`src/rtl/ghr_spec_ctrl.sv`:
```
// Global branch history controller: speculative and architectural histories
// with an in-order checkpoint FIFO for mispredict/flush recovery.
// Optional gshare index hashing is enabled by defining GHR_GSHARE_EN.
module ghr_spec_ctrl #(
  parameter int unsigned W     = 3,
  parameter int unsigned DEPTH = 4
) (
  input  logic                      clk,
  input  logic                      reset,
  input  logic                      pred_valid,
  input  logic                      pred_taken,
  input  logic [31:0]               pc_f,
  input  logic                      res_valid,
  input  logic                      res_taken,
  input  logic                      res_mispredict,
  input  logic                      flush,
  output logic [W-1:0]              spec_ghr,
  output logic [W-1:0]              arch_ghr,
  output logic [W-1:0]              pred_index,
  output logic                      fetch_stall,
  output logic                      recover,
  output logic [$clog2(DEPTH):0]    inflight,
  output logic                      err_underflow
);

  localparam int unsigned PW = $clog2(DEPTH);
  localparam int unsigned CW = PW + 1;

  typedef enum logic {
    RUN     = 1'b0,
    RECOVER = 1'b1
  } state_e;

  state_e          state_q, state_d;
  logic [W-1:0]    spec_q, spec_d;
  logic [W-1:0]    arch_q, arch_d;
  logic [CW-1:0]   cnt_q, cnt_d;
  logic [PW-1:0]   wr_ptr_q, wr_ptr_d;
  logic [PW-1:0]   rd_ptr_q, rd_ptr_d;
  logic            err_q, err_d;
  logic [W-1:0]    fifo_q [DEPTH];

  logic            in_run;
  logic            stall;
  logic            push;
  logic            pop;
  logic            fifo_we;
  logic [W-1:0]    snap;

  // Handshake decode: what moves this cycle
  always_comb begin
    in_run  = (state_q == RUN);
    stall   = (cnt_q == CW'(DEPTH)) || !in_run;
    push    = pred_valid && !stall;
    pop     = res_valid && in_run && (cnt_q != '0);
    snap    = fifo_q[rd_ptr_q];
  end

  // Next-state and history update; flush outranks mispredict restore
  always_comb begin
    state_d  = state_q;
    spec_d   = spec_q;
    arch_d   = arch_q;
    cnt_d    = cnt_q;
    wr_ptr_d = wr_ptr_q;
    rd_ptr_d = rd_ptr_q;
    err_d    = err_q;
    fifo_we  = 1'b0;

    if (in_run) begin
      if (res_valid && (cnt_q == '0)) err_d = 1'b1;
      if (push) begin
        spec_d   = {spec_q[W-2:0], pred_taken};
        wr_ptr_d = wr_ptr_q + PW'(1);
        fifo_we  = 1'b1;
      end
      if (pop) begin
        arch_d   = {arch_q[W-2:0], res_taken};
        rd_ptr_d = rd_ptr_q + PW'(1);
      end
      unique case ({push, pop})
        2'b10:   cnt_d = cnt_q + CW'(1);
        2'b01:   cnt_d = cnt_q - CW'(1);
        default: cnt_d = cnt_q;
      endcase
      if (flush || (pop && res_mispredict)) begin
        // Squash everything in flight; same-cycle push is discarded
        spec_d   = flush ? arch_d : {snap[W-2:0], res_taken};
        cnt_d    = '0;
        wr_ptr_d = '0;
        rd_ptr_d = '0;
        fifo_we  = 1'b0;
        state_d  = RECOVER;
      end
    end else begin
      // Single recovery bubble; all requests ignored
      state_d = RUN;
    end
  end

  // State registers with synchronous reset
  always_ff @(posedge clk) begin
    if (reset) begin
      state_q  <= RUN;
      spec_q   <= '0;
      arch_q   <= '0;
      cnt_q    <= '0;
      wr_ptr_q <= '0;
      rd_ptr_q <= '0;
      err_q    <= 1'b0;
    end else begin
      state_q  <= state_d;
      spec_q   <= spec_d;
      arch_q   <= arch_d;
      cnt_q    <= cnt_d;
      wr_ptr_q <= wr_ptr_d;
      rd_ptr_q <= rd_ptr_d;
      err_q    <= err_d;
    end
  end

  // Checkpoint storage: snapshot of pre-update speculative history
  always_ff @(posedge clk) begin
    if (fifo_we && !reset) fifo_q[wr_ptr_q] <= spec_q;
  end

  // Predictor index, optionally hashed with the fetch PC
  logic unused_pc;
  assign unused_pc = ^pc_f;
`ifdef GHR_GSHARE_EN
  assign pred_index = spec_q ^ pc_f[W+1:2];
`else
  assign pred_index = spec_q;
`endif

  assign spec_ghr      = spec_q;
  assign arch_ghr      = arch_q;
  assign fetch_stall   = stall;
  assign recover       = (state_q == RECOVER);
  assign inflight      = cnt_q;
  assign err_underflow = err_q;

endmodule

```
`config.mk`:
```
export PLATFORM = sky130hd
export DESIGN_NAME = ghr_spec_ctrl
export DESIGN_NICKNAME = d
export VERILOG_FILES = /design/src/rtl/ghr_spec_ctrl.sv
export SDC_FILE = /design/constraint.sdc
export NUM_CORES = 1
export LEC_CHECK = 0
export CORE_AREA = 2 2 56 58
export DETAILED_ROUTE_END_ITERATION = 10
export DIE_AREA = 0 0 58 60
export PLACE_DENSITY = 0.9
export SKIP_CTS_REPAIR_TIMING = 1
export SYNTH_ARGS = -nofsm -noshare
export SYNTH_HDL_FRONTEND = slang
export SYNTH_SLANG_ARGS = --single-unit
```
`constraint.sdc`:
```
create_clock -name clk -period 4.89 [get_ports clk]
set_clock_uncertainty 0.1 [all_clocks]
set_input_delay 0.978 -clock clk [delete_from_list [all_inputs] [get_ports clk]]
set_output_delay 0.978 -clock clk [all_outputs]
set_load 0.02 [all_outputs]
```
Word level (Yosys, flattened, before mapping)
Memories as Yosys holds them, arrays and structs flattened. A register that Yosys moved wholly into a read port is not among the register bits.
Index checks and enable logic that the tools add are counted.
{"block": "totals", "output_inout_bits": 15, "memories": 1, "register_bits": 15, "elab_cells": 54, "in_bits": 40, "mem_bits_rw": 12}
{"block": "classes", "reduce_logical": 20, "muxes": 18, "eq_ne": 3, "bitwise_logic": 1, "addsub": 4}
{"name": "fifo_q", "depth": 4, "word_bits": 3, "rd": 1, "rd_ports_with_merged_regs": 1, "wr": 1, "line_no": "41", "rtl": "logic [W-1:0] fifo_q [DEPTH];"}
{"cell": "2-to-1 mux 3 bit", "n": 5}
{"cell": "2-to-1 mux 2 bit", "n": 6}
{"cell": "AND reduction 2 bit", "n": 4}
{"cell": "logical AND 1 bit", "n": 6}
{"cell": "2-to-1 mux 1 bit", "n": 6}
{"cell": "case mux 3 bit (2 select lines)", "n": 1}
{"cell": "nonzero test 3 bit", "n": 2}
{"cell": "adder 2 x 1 -> 2 bit (second input constant)", "n": 2}
{"cell": "nonzero test 2 bit", "n": 2}
{"cell": "adder 3 x 1 -> 3 bit (second input constant)", "n": 1}
{"cell": "== test 3 bit (second input constant)", "n": 1}
{"cell": "zero test 3 bit", "n": 1}
{"cell": "subtractor 3 x 1 -> 3 bit (second input constant)", "n": 1}
{"cell": "== test 2 x 1 -> 1 bit (second input constant)", "n": 1}
{"cell": "== test 2 bit (second input constant)", "n": 1}
{"cell": "zero test 1 bit", "n": 2}
{"cell": "logical OR 1 bit", "n": 2}
{"cell": "OR reduction 2 bit", "n": 1}
{"cell": "NOT 1 bit", "n": 1}

Logic depth before layout (Yosys ltp)
Gate-level depths: netlist (run 1).
{"block": "depth", "word_depth": 10, "ltp_mapped": 9, "depth_no_buf": 8}

Worst setup path before layout (run 1)
OpenSTA, ideal clock, no wires.
{"block": "synth_timing", "path_type": "in2reg", "start": "in pred_valid", "end": "reg cnt_q[2] (netlist: inflight[2])", "path_slack_ps": 2321, "n_path_buf": 0, "setup_time_ps": 122, "t_required_ps": 4668, "stages": 8, "t_arrival_ps": 2347, "cell_sequence": "nor2b_1 -> a211o_1 -> xnor2_1 -> ha_1 -> nor2_1 -> mux2i_1 -> nor3_1 -> a221o_1"}
{"block": "synth_via", "elab_chain_len": 4, "word_cells_on_any_way": 7, "cone_classes": "eq/ne (2); mux (2); reduce/logical (3)"}
{"element": "from (decl)", "line_no": "10", "rtl": "input logic pred_valid,"}
{"element": "logical AND 1 bit (*)", "line_no": "54", "rtl": "push = pred_valid && !stall;"}
{"element": "== test 2 x 1 -> 1 bit / == test 2 bit (equally long branches)", "line_no": "81", "rtl": "unique case ({push, pop})"}
{"element": "case mux 3 bit (2 select lines) / nonzero test 3 bit (equally long branches)"}
{"element": "2-to-1 mux 3 bit / AND reduction 2 bit (equally long branches)"}
{"element": "to (signal assigned)", "line_no": "115", "rtl": "cnt_q <= cnt_d;"}
{"element": "to (decl)", "line_no": "37", "rtl": "logic [CW-1:0] cnt_q, cnt_d;"}
Mark *: on every way between the ends. The rest lies on a longest branch, timed or not.
A chain may end at the register's enable or synchronous reset.

Worst setup path after layout (run 1)
{"block": "layout_timing", "start": "reg cnt_q[2] (netlist: inflight[2])", "end": "out fetch_stall"}
{"block": "layout_via", "elab_chain_len": 2}
{"element": "== test 3 bit", "line_no": "53", "rtl": "stall = (cnt_q == CW'(DEPTH)) || !in_run;"}
{"element": "logical OR 1 bit", "line_no": "53"}
{"element": "to (decl)", "line_no": "20", "rtl": "output logic fetch_stall,"}
Every way passes these cells.

==> results.json, run 1 <==
{
  "status": "finished, final reports clean",
  "nets": 179,
  "drtIter0Drc": 49,
  "worst_setup_path_end_kind": "primary output",
  "synth_area_leaders": "dfxtp_1, edfxtp_1, ha_1",
  "grt_max_degree": 16,
  "yosys.cell_count.top_type": "dfxtp_1",
  "synth_top_area_share_pct": 27.8,
  "die_h_um": 60,
  "cp_num_buf_inv": 1,
  "yosys_warnings": 0,
  "max_freq_mhz": 331,
  "wl_per_cell_um": 15.3,
  "dr.pass1.iters": 4,
  "final_area_mm2": 0.00148,
  "worst_pin_slew_ns": 0.561,
  "setup_viol_count_final": 0,
  "io_buffers": 22,
  "hold_viol": 0,
  "crit_family": "buffers and inverters",
  "synthCells": 114,
  "fillCellCount": 251,
  "finish.utilization_pct": 50.8,
  "rows": 20,
  "grt_util_met1_pct": 20.6,
  "gr-total-overflow": 0,
  "clock-sinks": 25,
  "path_cells": "or3b_1, nand2_1, clkdlybuf4s50_1",
  "ys.flop_type": "dfxtp_1",
  "setup_tns_ns": 0,
  "postRouteWirelength_um": 2540,
  "globalplace.congestion": 0.948,
  "synth_edf_count": 8,
  "syn_nets": 159,
  "slew_headroom_pct": 62.6,
  "boundaryPins": 55,
  "rsz0062_at_grt": "false",
  "cts_root_buf": "clkbuf_4",
  "n_antenna_cell": 0,
  "drc": 0,
  "syn_to_final_growth_pct": 20.7,
  "cp-start-kind": "flop",
  "regArea_um2": 581,
  "htreeDepth": 1,
  "hp-class": "reg -> reg",
  "syn_area_mm2": 0.00122,
  "antenna_left": 0,
  "power-per-cell-area_mw_per_mm2": 265,
  "coreArea_mm2": 0.00290,
  "dieArea_mm2": 0.00348,
  "grtUsageMet3_pct": 1.95,
  "die_w_um": 58,
  "worstSetupPathType": "reg -> out",
  "via_per_inst": 5.87,
  "grt-busiest-layer": "met2",
  "min_period_ns": 3.02,
  "synth_cell_types": 43,
  "grt_pass1_vias": 910,
  "multi_input_area_um2": 584,
  "synth_area_leader_cell": "dfxtp_1",
  "clockBufferDepth": 2,
  "final_max_slew_viol_count": 0,
  "cts_tree": "built",
  "dr_total_vias": 975,
  "synth-seq-cells": 25,
  "seq_area_frac_synth_pct": 47.5,
  "cts_inserted_buffers": 3,
  "clkTransAtPathRegs_ns": 0.14,
  "yosys-top-cells-count": "dfxtp_1, nor2_1, edfxtp_1",
  "cp.required_ns": 3.81,
  "hpwl_um": 1930,
  "grt_use_total_pct": 16.0,
  "cp_slowest_cell": "clkdlybuf4s50_1",
  "grt_pass1_wl_um": 4250,
  "syn_avg_cell_area_um2": 10.7,
  "start_util_pct": 42.1,
  "maxCapViolCount": 0,
  "dpl_cell_area_mm2": 0.00145,
  "clk_latency_ns": 0.32,
  "leakagePower_nw": 0.537,
  "cpPeakStageDelay_ns": 0.60,
  "drive_above_1_share_pct": 8.27,
  "period_share_pct": 61.8,
  "ir_worst_vdd_mv": 0.202,
  "crit_arrival_ns": 1.94,
  "critPathMaxFanout": 6,
  "antenna_found_initial": 0,
  "use_met2_pct": 27.3,
  "postSynth.asyncResetShare_pct": 0
}
layout make-up:
type,count,area share (%)
Tap cell,33,2.80
Inverter,5,1.27
Clock buffer,3,1.53
Sequential cell,25,39.4
Multi-Input combinational cell,77,39.6
Clock inverter,1,0.509
Timing Repair Buffer,22,14.9
power by group:
| part | leakage, nW | internal, mW | switching (mW) |
|---|---|---|---|
| Sequential | 0.212 | 0.222 | 0.00866 |
| Clock | 0.0139 | 0.0312 | 0.0616 |
| Combinational | 0.312 | 0.0315 | 0.0364 |
cells in the final DEF, fill, tap and decap left out, types with 2 or more instances in the layout:
cell type	Yosys	final
edfxtp_1	8	8
a22oi_1	2	2
nor2b_1	3	3
a211o_1	2	2
clkdlybuf4s50_1	0	22
nand2_1	4	4
nor3_1	6	6
mux4_2	2	2
clkbuf_4	0	3
inv_1	5	5
dfxtp_1	17	17
mux2i_1	5	5
nor2_1	11	11
and2_1	7	7
a21oi_1	4	4
ha_1	5	5
final timing paths:
path         slack, ns                       start                    endpoint  cells after the start
max               1.87    inflight[2]$_SDFFE_PP0P_                 fetch_stall                      3
min               0.39  err_underflow$_SDFFE_PP0P_  err_underflow$_SDFFE_PP0P_                      1
max reg2reg       2.47    inflight[2]$_SDFFE_PP0P_    inflight[2]$_SDFFE_PP0P_                      8
min reg2reg       0.39  err_underflow$_SDFFE_PP0P_  err_underflow$_SDFFE_PP0P_                      1
layer usage:
| metal | vias to the layer above | part of all wire, % |
|---|---|---|
| met5 | - | 0 |
| met3 | 14 | 7.7 |
| li1 | 453 | - |
| met2 | 58 | 48 |
| met1 | 450 | 41 |
| met4 | 0 | 3.5 |
cells by family (layout without fill, tap and decap cells):
family / after synthesis / count (layout) / synth area share (%)
fa+ha+maj: 5 / 5 / 5.12
compound gates: 24 / 24 / 16.2
xor+xnor: 2 / 2 / 1.43
simple gates: 38 / 38 / 16.4
mux: 8 / 8 / 8.70
buf+inv: 12 / 31 / 4.71
flops: 25 / 25 / 47.5
flip-flops by register name (all words and copies together) (netlist names), named ones only:
signal	count
arch_ghr	3
err_underflow	1
fifo_q	8
inflight	3
pred_index	3
rd_ptr_q	2
recover	1
wr_ptr_q	2
per-stage QoR:
step / hold WS (ns) / setup WS, ns / power [mW] / std cells
CTS: 0.395 / 1.88 / 0.392 / 166
global placement: 0.361 / 1.79 / 0.299 / 162
finish: 0.388 / 1.87 / 0.391 / 166
detailed placement: 0.364 / 1.69 / 0.302 / 162
global route: 0.421 / 1.79 / 0.407 / 166
floorplan: 0.422 / 2.32 / 0.276 / 114
Power figures use the tool's default switching activity.
==> run 2, diff against run 1 <==
CORE_AREA = 2 2 61 63   (was 2 2 56 58)
DIE_AREA = 0 0 63 65   (was 0 0 58 60)
PLACE_DENSITY = 0.81   (was 0.9)
clock period = 2.5 ns   (was 4.89 ns; I/O delays follow)
==> run 2 against run 1 <==
Sequential share of layout area down 2.0 points. Combinational power up 110%. Critical path type is now reg -> reg. Worst setup slack worse by 1.7 ns. Final cell count rose by 14%. Total power rose by 100%. Clock-buffer cell count unchanged. Largest power group unchanged.
==> results.json, run 2 (synthesis gave the netlist of run 1 again) <==
{
  "status": "finished, final reports clean",
  "drive_above_1_share_pct": 16.3,
  "gr-total-overflow": 0,
  "period_share_pct": 92.7,
  "switchingPower_mw": 0.222,
  "clock-sinks": 25,
  "drtIter0Drc": 12,
  "worstSetupPathType": "reg -> reg",
  "comb_power_share_pct": 18.0,
  "clkTransAtPathRegs_ns": 0.15,
  "dieArea_mm2": 0.00410,
  "clockBufferDepth": 2,
  "path_cells": "or3b_4, a211o_1, xnor2_1, ha_1, nor2_1, mux2i_1, nor3_1, a221o_1",
  "n_antenna_cell": 0,
  "via_per_inst": 5.11,
  "hold_viol": 0,
  "grt_pass1_wl_um": 4330,
  "syn_to_final_growth_pct": 27.9,
  "dpl_cell_area_mm2": 0.00152,
  "cts_root_buf": "clkbuf_4",
  "power-per-cell-area_mw_per_mm2": 506,
  "worst_setup_path_end_kind": "flop",
  "largest_register_ffs": 8,
  "globalplace.congestion": 0.962,
  "cp.required_ns": 2.64,
  "grt_use_total_pct": 13.4,
  "hp-class": "reg -> reg",
  "dr.pass1.iters": 4,
  "antenna_left": 0,
  "largest-register": "fifo_q",
  "crit_family": "compound AO/OA/AOI/OAI gates",
  "postRouteWirelength_um": 2580,
  "maxCapViolCount": 0,
  "final_common_cell": "clkdlybuf4s50_1",
  "rsz0062_at_grt": "false",
  "setup_viol_count_final": 0,
  "cts_tree": "built",
  "grt_pass1_vias": 957,
  "worst_pin_slew_ns": 0.463,
  "cp-start-kind": "flop",
  "dr_total_vias": 966,
  "clk_latency_ns": 0.33,
  "ir_worst_vdd_mv": 0.321,
  "nets": 187,
  "final_max_slew_viol_count": 0,
  "min_period_ns": 2.32,
  "drc": 0,
  "crit_arrival_ns": 2.45,
  "die_h_um": 65,
  "cpPeakStageDelay_ns": 0.44,
  "coreArea_mm2": 0.00350,
  "grt_max_degree": 17,
  "start_util_pct": 35.0,
  "wl_per_cell_um": 13.7,
  "cp_num_buf_inv": 0,
  "seq_power_share_pct": 57.0,
  "internal_power_mw": 0.570,
  "rows": 22,
  "die_w_um": 63,
  "cp_slowest_cell": "or3b_4",
  "antenna_found_initial": 0,
  "htreeDepth": 1,
  "io_buffers": 22,
  "final_area_mm2": 0.00156,
  "leakagePower_nw": 0.600,
  "holdWs_ns": 0.386,
  "critPathMaxFanout": 7,
  "max_freq_mhz": 432,
  "p_clk_share_pct": 25.0,
  "boundaryPins": 55,
  "layout_common_cells": "clkdlybuf4s50_1, dfxtp_1, nor2_1, edfxtp_1, buf_4",
  "finish.utilization_pct": 44.7,
  "slew_headroom_pct": 68.9,
  "switching_share_pct": 28.0,
  "cts_inserted_buffers": 3,
  "hpwl_um": 2040
}
run 2: cell count changes in the layout (fill, tap and decap cells not counted), sizes merged:
cell           change
inv                +1
dlymetal6s2s       +1
clkdlybuf4s50      -1
clkinvlp           -1
buf                +8
run 2: per-stage QoR:
| step | setup WS, ns | setup TNS (ns) | instances | power (mW) |
|---|---|---|---|---|
| floorplan | 0.135 | 0 | 114 | 0.540 |
| global placement | -0.0288 | -0.0288 | 185 | 0.597 |
| detailed placement | -0.138 | -0.138 | 185 | 0.602 |
| CTS | -0.0484 | -0.0484 | 189 | 0.796 |
| global route | 0.0292 | 0 | 189 | 0.824 |
| finish | 0.183 | 0 | 189 | 0.791 |
run 2: power by group through the flow:
stage,sequential (mW),combinational (mW),clock (mW)
final,0.451,0.142,0.198
after global routing,0.454,0.154,0.216
after CTS,0.451,0.143,0.203
after detailed placement,0.460,0.142,0
after global placement,0.458,0.139,0
after floorplan,0.464,0.0762,0
run 2: area by class of cell:
| class | instances | area (um^2) |
|---|---|---|
| Fill cell | 339 | 1930 |
| Multi-Input combinational cell | 77 | 587 |
| Sequential cell | 25 | 584 |
| Timing Repair Buffer | 30 | 283 |
| Tap cell | 48 | 60.1 |
| Clock buffer | 3 | 22.5 |
| Inverter | 5 | 18.8 |
| Clock inverter | 1 | 8.76 |
run 2: path summary, 6_finish.rpt:
path | slack, ns | startpoint | to | cells after the start
max reg2reg | 0.18 | inflight[0]$_SDFFE_PP0P_ | inflight[2]$_SDFFE_PP0P_ | 8
max | 0.18 | inflight[0]$_SDFFE_PP0P_ | inflight[2]$_SDFFE_PP0P_ | 8
min | 0.39 | pred_index[2]$_SDFFE_PP0P_ | pred_index[2]$_SDFFE_PP0P_ | 2
min reg2reg | 0.39 | pred_index[2]$_SDFFE_PP0P_ | pred_index[2]$_SDFFE_PP0P_ | 2
run 2: per-layer routing:
layer	wire length, um	GRT usage [%]
met5	0	0
met4	57	6.11
met3	114	1.74
met2	1310	25.1
met1	1110	15.0
run 2: tightest hold or removal path, cell delays in order, from the launching register on:
cell     delay (ns)
dfxtp_1        0.35
nand2_1        0.06
a21oi_1        0.05
